**src/rtl/meas_sequencer.sv**
```systemverilog
// Measurement run sequencer: settle, frequency lock, classify, optional
// modulation-depth phase, then a held result snapshot on a valid/ready port.
module meas_sequencer #(
    parameter int SETTLE_TICKS  = 64,
    parameter int STABLE_TICKS  = 400,
    parameter int TIMEOUT_TICKS = 4000,
    parameter int MA_TICKS      = 1000,
    parameter int CNT_W         = 16
) (
    input  logic        clk,
    input  logic        rst,
    input  logic        sample_en,
    input  logic        start,
    input  logic        continuous,
    input  logic        abort,
    input  logic        ma_cfg_en,
    input  logic [15:0] freq_in,
    input  logic        is_sine_in,
    input  logic [31:0] papr_in,
    input  logic [7:0]  ma_in,
    output logic        ma_measure_enable,
    output logic        busy,
    output logic        res_valid,
    input  logic        res_ready,
    output logic [15:0] res_freq,
    output logic        res_is_sine,
    output logic [31:0] res_papr,
    output logic [7:0]  res_ma,
    output logic        res_timeout,
    output logic [2:0]  state_dbg
);

    typedef enum logic [2:0] {
        S_IDLE     = 3'd0,
        S_SETTLE   = 3'd1,
        S_FREQ     = 3'd2,
        S_CLASSIFY = 3'd3,
        S_MA_RUN   = 3'd4,
        S_REPORT   = 3'd5
    } state_t;

    localparam logic [CNT_W-1:0] SETTLE_LAST  = CNT_W'(SETTLE_TICKS - 1);
    localparam logic [CNT_W-1:0] STABLE_LAST  = CNT_W'(STABLE_TICKS - 1);
    localparam logic [CNT_W-1:0] TIMEOUT_LAST = CNT_W'(TIMEOUT_TICKS - 1);
    localparam logic [CNT_W-1:0] MA_LAST      = CNT_W'(MA_TICKS - 1);

    state_t           r_state;
    logic [CNT_W-1:0] r_settle_cnt;
    logic [CNT_W-1:0] r_stable_cnt;
    logic [CNT_W-1:0] r_timeout_cnt;
    logic [CNT_W-1:0] r_ma_cnt;
    logic [15:0]      r_freq_prev;
    logic             r_to_flag;
    logic [15:0]      r_snap_freq;
    logic             r_snap_sine;
    logic [31:0]      r_snap_papr;
    logic [7:0]       r_snap_ma;
    logic             r_snap_to;
    logic             r_ma_en;
    logic             r_res_valid;

    logic w_same;
    logic w_stable_done;
    logic w_to_done;
    logic w_ma_ok;

    assign w_same        = (freq_in == r_freq_prev);
    assign w_stable_done = w_same && (r_stable_cnt >= STABLE_LAST);
    assign w_to_done     = (r_timeout_cnt >= TIMEOUT_LAST);
    assign w_ma_ok       = is_sine_in & ma_cfg_en;

    always_ff @(posedge clk) begin
        if (rst) begin
            r_state       <= S_IDLE;
            r_settle_cnt  <= '0;
            r_stable_cnt  <= '0;
            r_timeout_cnt <= '0;
            r_ma_cnt      <= '0;
            r_freq_prev   <= '0;
            r_to_flag     <= 1'b0;
            r_snap_freq   <= '0;
            r_snap_sine   <= 1'b0;
            r_snap_papr   <= '0;
            r_snap_ma     <= '0;
            r_snap_to     <= 1'b0;
            r_ma_en       <= 1'b0;
            r_res_valid   <= 1'b0;
        end else if (abort) begin
            // Snapshot registers deliberately survive an abort
            r_state     <= S_IDLE;
            r_ma_en     <= 1'b0;
            r_res_valid <= 1'b0;
        end else begin
            unique case (r_state)
                S_IDLE: begin
                    if (start) begin
                        r_state      <= S_SETTLE;
                        r_settle_cnt <= '0;
                    end
                end
                S_SETTLE: begin
                    if (sample_en) begin
                        if (r_settle_cnt >= SETTLE_LAST) begin
                            r_state       <= S_FREQ;
                            r_freq_prev   <= freq_in;
                            r_stable_cnt  <= '0;
                            r_timeout_cnt <= '0;
                            r_to_flag     <= 1'b0;
                        end else begin
                            r_settle_cnt <= r_settle_cnt + 1'b1;
                        end
                    end
                end
                S_FREQ: begin
                    if (sample_en) begin
                        r_timeout_cnt <= r_timeout_cnt + 1'b1;
                        if (w_same) begin
                            r_stable_cnt <= r_stable_cnt + 1'b1;
                        end else begin
                            r_stable_cnt <= '0;
                            r_freq_prev  <= freq_in;
                        end
                        // A stable lock on the timeout tick is still a lock
                        if (w_stable_done) begin
                            r_state   <= S_CLASSIFY;
                            r_to_flag <= 1'b0;
                        end else if (w_to_done) begin
                            r_state   <= S_CLASSIFY;
                            r_to_flag <= 1'b1;
                        end
                    end
                end
                S_CLASSIFY: begin
                    r_snap_freq <= r_freq_prev;
                    r_snap_sine <= is_sine_in;
                    r_snap_papr <= papr_in;
                    r_snap_to   <= r_to_flag;
                    if (w_ma_ok) begin
                        r_state  <= S_MA_RUN;
                        r_ma_en  <= 1'b1;
                        r_ma_cnt <= '0;
                    end else begin
                        r_state     <= S_REPORT;
                        r_snap_ma   <= '0;
                        r_res_valid <= 1'b1;
                    end
                end
                S_MA_RUN: begin
                    if (!w_ma_ok) begin
                        r_state     <= S_REPORT;
                        r_snap_ma   <= '0;
                        r_ma_en     <= 1'b0;
                        r_res_valid <= 1'b1;
                    end else if (sample_en) begin
                        if (r_ma_cnt >= MA_LAST) begin
                            r_state     <= S_REPORT;
                            r_snap_ma   <= ma_in;
                            r_ma_en     <= 1'b0;
                            r_res_valid <= 1'b1;
                        end else begin
                            r_ma_cnt <= r_ma_cnt + 1'b1;
                        end
                    end
                end
                S_REPORT: begin
                    if (r_res_valid && res_ready) begin
                        r_res_valid <= 1'b0;
                        if (continuous) begin
                            r_state       <= S_FREQ;
                            r_freq_prev   <= freq_in;
                            r_stable_cnt  <= '0;
                            r_timeout_cnt <= '0;
                            r_to_flag     <= 1'b0;
                        end else begin
                            r_state <= S_IDLE;
                        end
                    end
                end
                default: r_state <= S_IDLE;
            endcase
        end
    end

    assign ma_measure_enable = r_ma_en;
    assign busy              = (r_state != S_IDLE);
    assign res_valid         = r_res_valid;
    assign res_freq          = r_snap_freq;
    assign res_is_sine       = r_snap_sine;
    assign res_papr          = r_snap_papr;
    assign res_ma            = r_snap_ma;
    assign res_timeout       = r_snap_to;
    assign state_dbg         = r_state;

endmodule
```
**config.mk**
```make
export PLATFORM = sky130hd
export DESIGN_NAME = meas_sequencer
export DESIGN_NICKNAME = d
export VERILOG_FILES = /design/src/rtl/meas_sequencer.sv
export SDC_FILE = /design/constraint.sdc
export NUM_CORES = 1
export LEC_CHECK = 0
export ABC_AREA = 1
export BUFFER_PORTS_ARGS = -buffer_cell sky130_fd_sc_hd__buf_2
export CAP_MARGIN = 20
export CORE_UTILIZATION = 30
export CTS_CLUSTER_DIAMETER = 100
export DETAILED_ROUTE_END_ITERATION = 10
export HOLD_SLACK_MARGIN = 0.08
export PLACE_DENSITY = 0.56
export SLEW_MARGIN = 15
export SYNTH_ARGS = -nofsm -noshare
export SYNTH_HDL_FRONTEND = slang
export SYNTH_SLANG_ARGS = --single-unit
```
**constraint.sdc**
```tcl
create_clock -name clk -period 2.55 [get_ports clk]
set_clock_uncertainty 0.15 [all_clocks]
set_input_delay 0.1275 -clock clk [delete_from_list [all_inputs] [get_ports clk]]
set_output_delay 0.1275 -clock clk [all_outputs]
set_load 0.01 [all_outputs]
```
==> results of run 1 <==
[path summary, 6_finish.rpt]
path / start / endpoint / slack [ns] / cells after the start
max: r_stable_cnt[0] / state_dbg[1] / 0.16 / 11
max reg2reg: r_stable_cnt[0] / state_dbg[1] / 0.16 / 11
min: res_ready / res_valid / 0.14 / 7
min reg2reg: r_settle_cnt[8] / r_settle_cnt[8] / 0.28 / 2
[synthesized netlist by cell type, types with 9 or more instances]
| cell | n |
|---|---|
| clkbuf_1 | 19 |
| o21ai_0 | 63 |
| nand3_1 | 56 |
| a21oi_1 | 68 |
| nor3_1 | 27 |
| nand2_1 | 182 |
| dfxtp_1 | 144 |
| nand4_1 | 19 |
| nor2_1 | 191 |
| xor2_1 | 9 |
| inv_2 | 9 |
| inv_1 | 87 |
[layer usage]
| metal | wire length, µm | share of wire | GRT usage | up-vias |
|---|---|---|---|---|
| li1 | - | - | - | 3441 |
| met1 | 8240 | 0.48 | 0.202 | 2898 |
| met2 | 8060 | 0.47 | 0.257 | 120 |
| met3 | 774 | 0.045 | 0.0410 | 17 |
| met4 | 199 | 0.012 | 0.0610 | 0 |
| met5 | 0 | 0 | 0 | - |
[power breakdown]
group | switching, mW | total (mW) | internal, mW
logic | 0.469 | 0.780 | 0.311
clock network | 1.09 | 2.56 | 1.47
registers | 0.0583 | 2.38 | 2.32
total | 1.62 | 5.72 | 4.10
[state kept, by name, summed over array words and instances, names as in the netlist]
signal	flops
res_valid	1
state_dbg	3
r_freq_prev	16
r_stable_cnt	16
res_ma	8
res_papr	32
r_settle_cnt	16
ma_measure_enable	1
r_timeout_cnt	16
r_to_flag	1
res_timeout	1
res_freq	16
r_ma_cnt	16
res_is_sine	1
[critical path, stage by stage, from the launching register on]
cell and delay, ns:
dfxtp_1 0.41, ha_1 0.23, nand3_1 0.15, nand4_1 0.12, nand2_1 0.06, nand2_1 0.05
nand3_1 0.11, nand3_1 0.24, nand3_1 0.10, nand2_1 0.07, dlygate4sd3_1 0.55, nor2_1 0.04
[what timing repair did]
| action | CTS | global route |
|---|---|---|
| buffers inserted | 0 | 0 |
| endpoints found under the hold margin | 71 | 0 |
| resized for setup | 0 | 1 |
| hold buffers | 66 | 0 |
| endpoints found under the setup margin | 0 | 1 |
[cells by family after synthesis]
family | Yosys count | synth area share
xor gates and xnor gates | 12 | 0.0157
AOI/OAI and AO/OA | 143 | 0.113
DFF | 144 | 0.432
adders and majority gates | 4 | 0.00750
and+or+nand+nor | 515 | 0.342
buffers and inverters | 136 | 0.0899
[layout make-up]
class                      count  share of cell area
clock buffer                  17              0.0481
clock inverter                15              0.0199
inverter                      98              0.0421
multi-input combinational    674               0.362
sequential                   144               0.326
tap                          280              0.0396
timing repair buffer         209               0.163
[stage by stage]
step	utilization	power [mW]	hold WS, ns
3_5_place_dp	0.348	3.14	0.205
5_1_grt	0.406	5.99	0.211
2_1_floorplan	-	2.93	0.112
3_3_place_gp	0.348	3.13	0.198
6_report	0.406	5.72	0.138
4_1_cts	0.405	5.80	0.128
==> impl_metrics.env, run 1 <==
export IMPL_syn_nets=1023
export IMPL_overflow=0
export IMPL_drive_above_1_share=0.194
export IMPL_yosysWarnings=0
export IMPL_row_count=54
export IMPL_grt_max_degree=64
export IMPL_synthCells=954
export IMPL_place_gp_congestion=0.818
export IMPL_floorplan_initialDensity=0.306
export IMPL_synth_ff_type="dfxtp_1"
export IMPL_ys_ff_latch=144
export IMPL_drcViolationCount=0
export IMPL_fin_ws_ns=0.161
export IMPL_synth_cell_types=43
export IMPL_firstDrtPassIters=4
export IMPL_power_leakage_nw=3.89
export IMPL_synthToLayoutAreaGrowth_pct=32.5
export IMPL_cts_root_buf="clkbuf_16"
export IMPL_ant_nets=0
export IMPL_finalHoldViolCount=0
export IMPL_layout_commonest_cell="nor2_1"
export IMPL_finalInstanceArea_um2=8850
export IMPL_ys_async_sr_fraction=0
export IMPL_synth_area_top_cells="dfxtp_1, nor2_1, nand2_1"
export IMPL_via_count=6476
export IMPL_drt_total_wl_um=17300
export IMPL_wl_per_cell_um=12.0
export IMPL_drtIter0Drc=295
export IMPL_grt_pass1_wl_um=29000
export IMPL_worstSetupEndpointType="flip-flop"
export IMPL_drv_slew=0
export IMPL_num_antenna_cells=0
export IMPL_dpl_worst_slack_ns=0.368
export IMPL_ios=129
export IMPL_dpl_hpwl_um=11500
export IMPL_synth_area_leader_cell="dfxtp_1"
export IMPL_cts_htree_levels=4
export IMPL_cp_max_fo=7
export IMPL_tritoncts="built"
export IMPL_grt_pass1_vias=6070
export IMPL_die_y_um=151
export IMPL_fin_tns_setup_ns=0
export IMPL_finalCritPeriodShare=0.937
export IMPL_fmax_mhz=419
export IMPL_via_per_inst=4.51
export IMPL_cp_data_required_time_ns=2.72
export IMPL_rsz0062_at_grt="false"
export IMPL_arrival_ns=2.56
export IMPL_ir_worst_vdd_uv=432
export IMPL_yosysTopAreaCellShare=0.432
export IMPL_antenna_found_initial=0
export IMPL_worstSkewPairLatency_ns=0.43
export IMPL_critPathLaunchType="flip-flop"
export IMPL_synth_area_um2=6680
export IMPL_finalSetupViolations=0
export IMPL_grtUsageTotal=0.159
export IMPL_die_w_um=151
export IMPL_seq_area_um2=2880
export IMPL_critPathKind="reg -> reg"
export IMPL_port_buffers=128
export IMPL_layout_cells_non_filler=1437
export IMPL_yosysSeqAreaShare=0.432
export IMPL_placed_area_um2=7590
export IMPL_hp_class="in -> reg"
export IMPL_n_fill_cell=2265
export IMPL_cts_buffers=17
export IMPL_synth_avg_cell_area_um2=7.00
export IMPL_tightest_slew_ns=0.597
export IMPL_slew_headroom=0.599
export IMPL_multiInputGateArea_um2=3200
export IMPL_core_area_um2=21800
export IMPL_die_area_um2=22900
export IMPL_clkTransAtPathRegs_ns=0.06
export IMPL_final_nets=1213
export IMPL_synth_edf_count=0
export IMPL_powerDensity_nw_per_um2=646
export IMPL_cap_violations=0
export IMPL_clockBufferDepth=2
export IMPL_status="finished clean"
export IMPL_layout_min_cycle_time_ns=2.39
export IMPL_dp_cells=1339
export IMPL_layout_common_cells="nor2_1, nand2_1, dfxtp_1"
export IMPL_cts_sinks=144
No activity file was read; power rests on OpenSTA's default activity.
==> run 2: changes to the inputs <==
--- a/config.mk
+++ b/config.mk
@@ -12,7 +12,8 @@
 export CTS_CLUSTER_DIAMETER = 100
 export DETAILED_ROUTE_END_ITERATION = 10
 export HOLD_SLACK_MARGIN = 0.08
-export PLACE_DENSITY = 0.56
+export PLACE_DENSITY = 0.57
+export RECOVER_POWER = 50
 export SLEW_MARGIN = 15
 export SYNTH_ARGS = -nofsm -noshare
 export SYNTH_HDL_FRONTEND = slang
==> run 2 against run 1 <==
Net effect:
- die area unchanged
- design area down 0.25%
- via count increased by 1.4%
- power down 0.63%
- first-iteration DRC count decreased by 6.8%
- core utilization decreased by 0.10 points
- sequential share of layout area increased by 0.083 points
- cell count grew 0.35%
- routed wire length down 0.39%
- maximum frequency up 0.93%
- largest power group unchanged
==> impl_metrics.env, run 2 (synthesized netlist as in run 1, its figures left out) <==
export IMPL_antenna_found_initial=0
export IMPL_crit_path_max_incr_delay_ns=0.58
export IMPL_holdPathStages=7
export IMPL_die_w_um=151
export IMPL_drtIter0Drc=275
export IMPL_ios=129
export IMPL_status="finished clean"
export IMPL_finalCritPeriodShare=0.928
export IMPL_placed_area_um2=7610
export IMPL_layout_commonest_cell="nor2_1"
export IMPL_dpl_worst_slack_ns=0.405
export IMPL_core_area_um2=21800
export IMPL_row_count=54
export IMPL_powerDensity_nw_per_um2=644
export IMPL_tightest_slew_ns=0.587
export IMPL_cap_violations=0
export IMPL_crit_path_frequent_cell="nor2_1"
export IMPL_cp_cell_sequence="nor2_1 > nand2_2 > inv_2 > nor2_1 > nor3_4 > nand4_1 > dlygate4sd3_1 > a21oi_1"
export IMPL_grt_pass1_wl_um=28500
export IMPL_cp_data_required_time_ns=2.75
export IMPL_tritoncts="built"
export IMPL_hp_class="in -> reg"
export IMPL_die_y_um=151
export IMPL_via_count=6567
export IMPL_finalHoldViolCount=0
export IMPL_firstDrtPassIters=7
export IMPL_cts_htree_levels=4
export IMPL_fin_ws_ns=0.183
export IMPL_layout_min_cycle_time_ns=2.37
export IMPL_use_met2=0.246
export IMPL_drive_above_1_share=0.139
export IMPL_slowest_stage="dlygate4sd3_1"
export IMPL_ir_worst_vdd_uv=434
export IMPL_drcViolationCount=0
export IMPL_critPathLaunchType="flip-flop"
export IMPL_hold_ws_ns=0.149
export IMPL_overflow=0
export IMPL_ff2ff_path_depth=8
export IMPL_ant_nets=0
export IMPL_arrival_ns=2.57
export IMPL_worstSkewPairLatency_ns=0.43
export IMPL_cts_buffers=17
export IMPL_cts_sinks=144
export IMPL_drv_slew=0
export IMPL_fin_tns_setup_ns=0
export IMPL_finalInstanceArea_um2=8830
export IMPL_port_buffers=128
export IMPL_clockBufferDepth=2
export IMPL_fmax_mhz=422
export IMPL_worstSetupEndpointType="flip-flop"
export IMPL_grt_use_met3=0.0458
export IMPL_via_per_inst=4.55
export IMPL_busiest_layer="met2"
export IMPL_cts_setup_buffers=0
export IMPL_grt_max_degree=62
export IMPL_layout_common_cells="nor2_1, nand2_1, dfxtp_1"
export IMPL_finalSetupViolations=0
export IMPL_n_fill_cell=2271
export IMPL_drt_total_wl_um=17200
export IMPL_dpl_hpwl_um=11300
export IMPL_wl_per_cell_um=11.9
export IMPL_grtUsageTotal=0.156
export IMPL_met1_usage=0.201
export IMPL_floorplan_initialDensity=0.306
export IMPL_synthToLayoutAreaGrowth_pct=32.2
export IMPL_slew_headroom=0.609
export IMPL_power_leakage_nw=3.61
export IMPL_die_area_um2=22900
export IMPL_clkTransAtPathRegs_ns=0.06
export IMPL_final_nets=1218
export IMPL_critPathKind="reg -> reg"
export IMPL_num_antenna_cells=0
export IMPL_cts_root_buf="clkbuf_16"
export IMPL_cp_max_fo=8
export IMPL_grt_pass1_vias=6123
export IMPL_place_gp_congestion=0.793
export IMPL_largest_register_ffs=32
==> run 2: final timing paths <==
kind                                      start               to  slack [ns]
worst max-delay path               state_dbg[1]        res_ma[2]        0.18
worst min-delay path                  res_ready        res_valid        0.15
worst max register to register     state_dbg[1]        res_ma[2]        0.18
worst min register to register  r_settle_cnt[6]  r_settle_cnt[6]        0.28
==> run 2: stage by stage <==
stage	util	cells	total power, mW
final	0.405	1442	5.69
after global routing	0.405	1442	5.94
after CTS	0.408	1442	5.76
after detailed placement	0.349	1340	3.13
after global placement	0.349	1340	3.13
after floorplan	-	954	2.93
==> run 2: report_power, final <==
| part | switching [mW] | leakage [nW] | internal (mW) |
|---|---|---|---|
| clock | 1.04 | 0.279 | 1.49 |
| sequential | 0.0627 | 1.16 | 2.32 |
| combinational | 0.473 | 2.17 | 0.305 |
==> run 2: timing repair <==
| item | CTS | global route |
|---|---|---|
| endpoints found under the setup margin | 0 | 10 |
| resized for setup | 0 | 4 |
| hold buffers | 70 | 0 |
| endpoints found under the hold margin | 70 | 0 |
==> run 2: layout make-up <==
type	instances	area, µm²	share of cell area
clock buffer	19	443	0.0502
clock inverter	13	154	0.0174
inverter	98	373	0.0422
multi-input combinational	674	3220	0.365
sequential	144	2880	0.327
tap	280	350	0.0397
timing repair buffer	214	1410	0.159
==> run 2: metal layers <==
metal	part of all wire	up-vias	routed length (µm)
met3	0.052	28	894
met4	0.015	0	262
met1	0.49	2917	8440
met5	0	-	0
met2	0.44	163	7610
li1	-	3459	-
==> run 2: critical path, delay by kind of cell (launching register included) <==
kind,cells,cell delay [ns]
compound gates,1,0.12
buf+inv,2,0.74
flops,1,0.39
simple gates,5,0.89
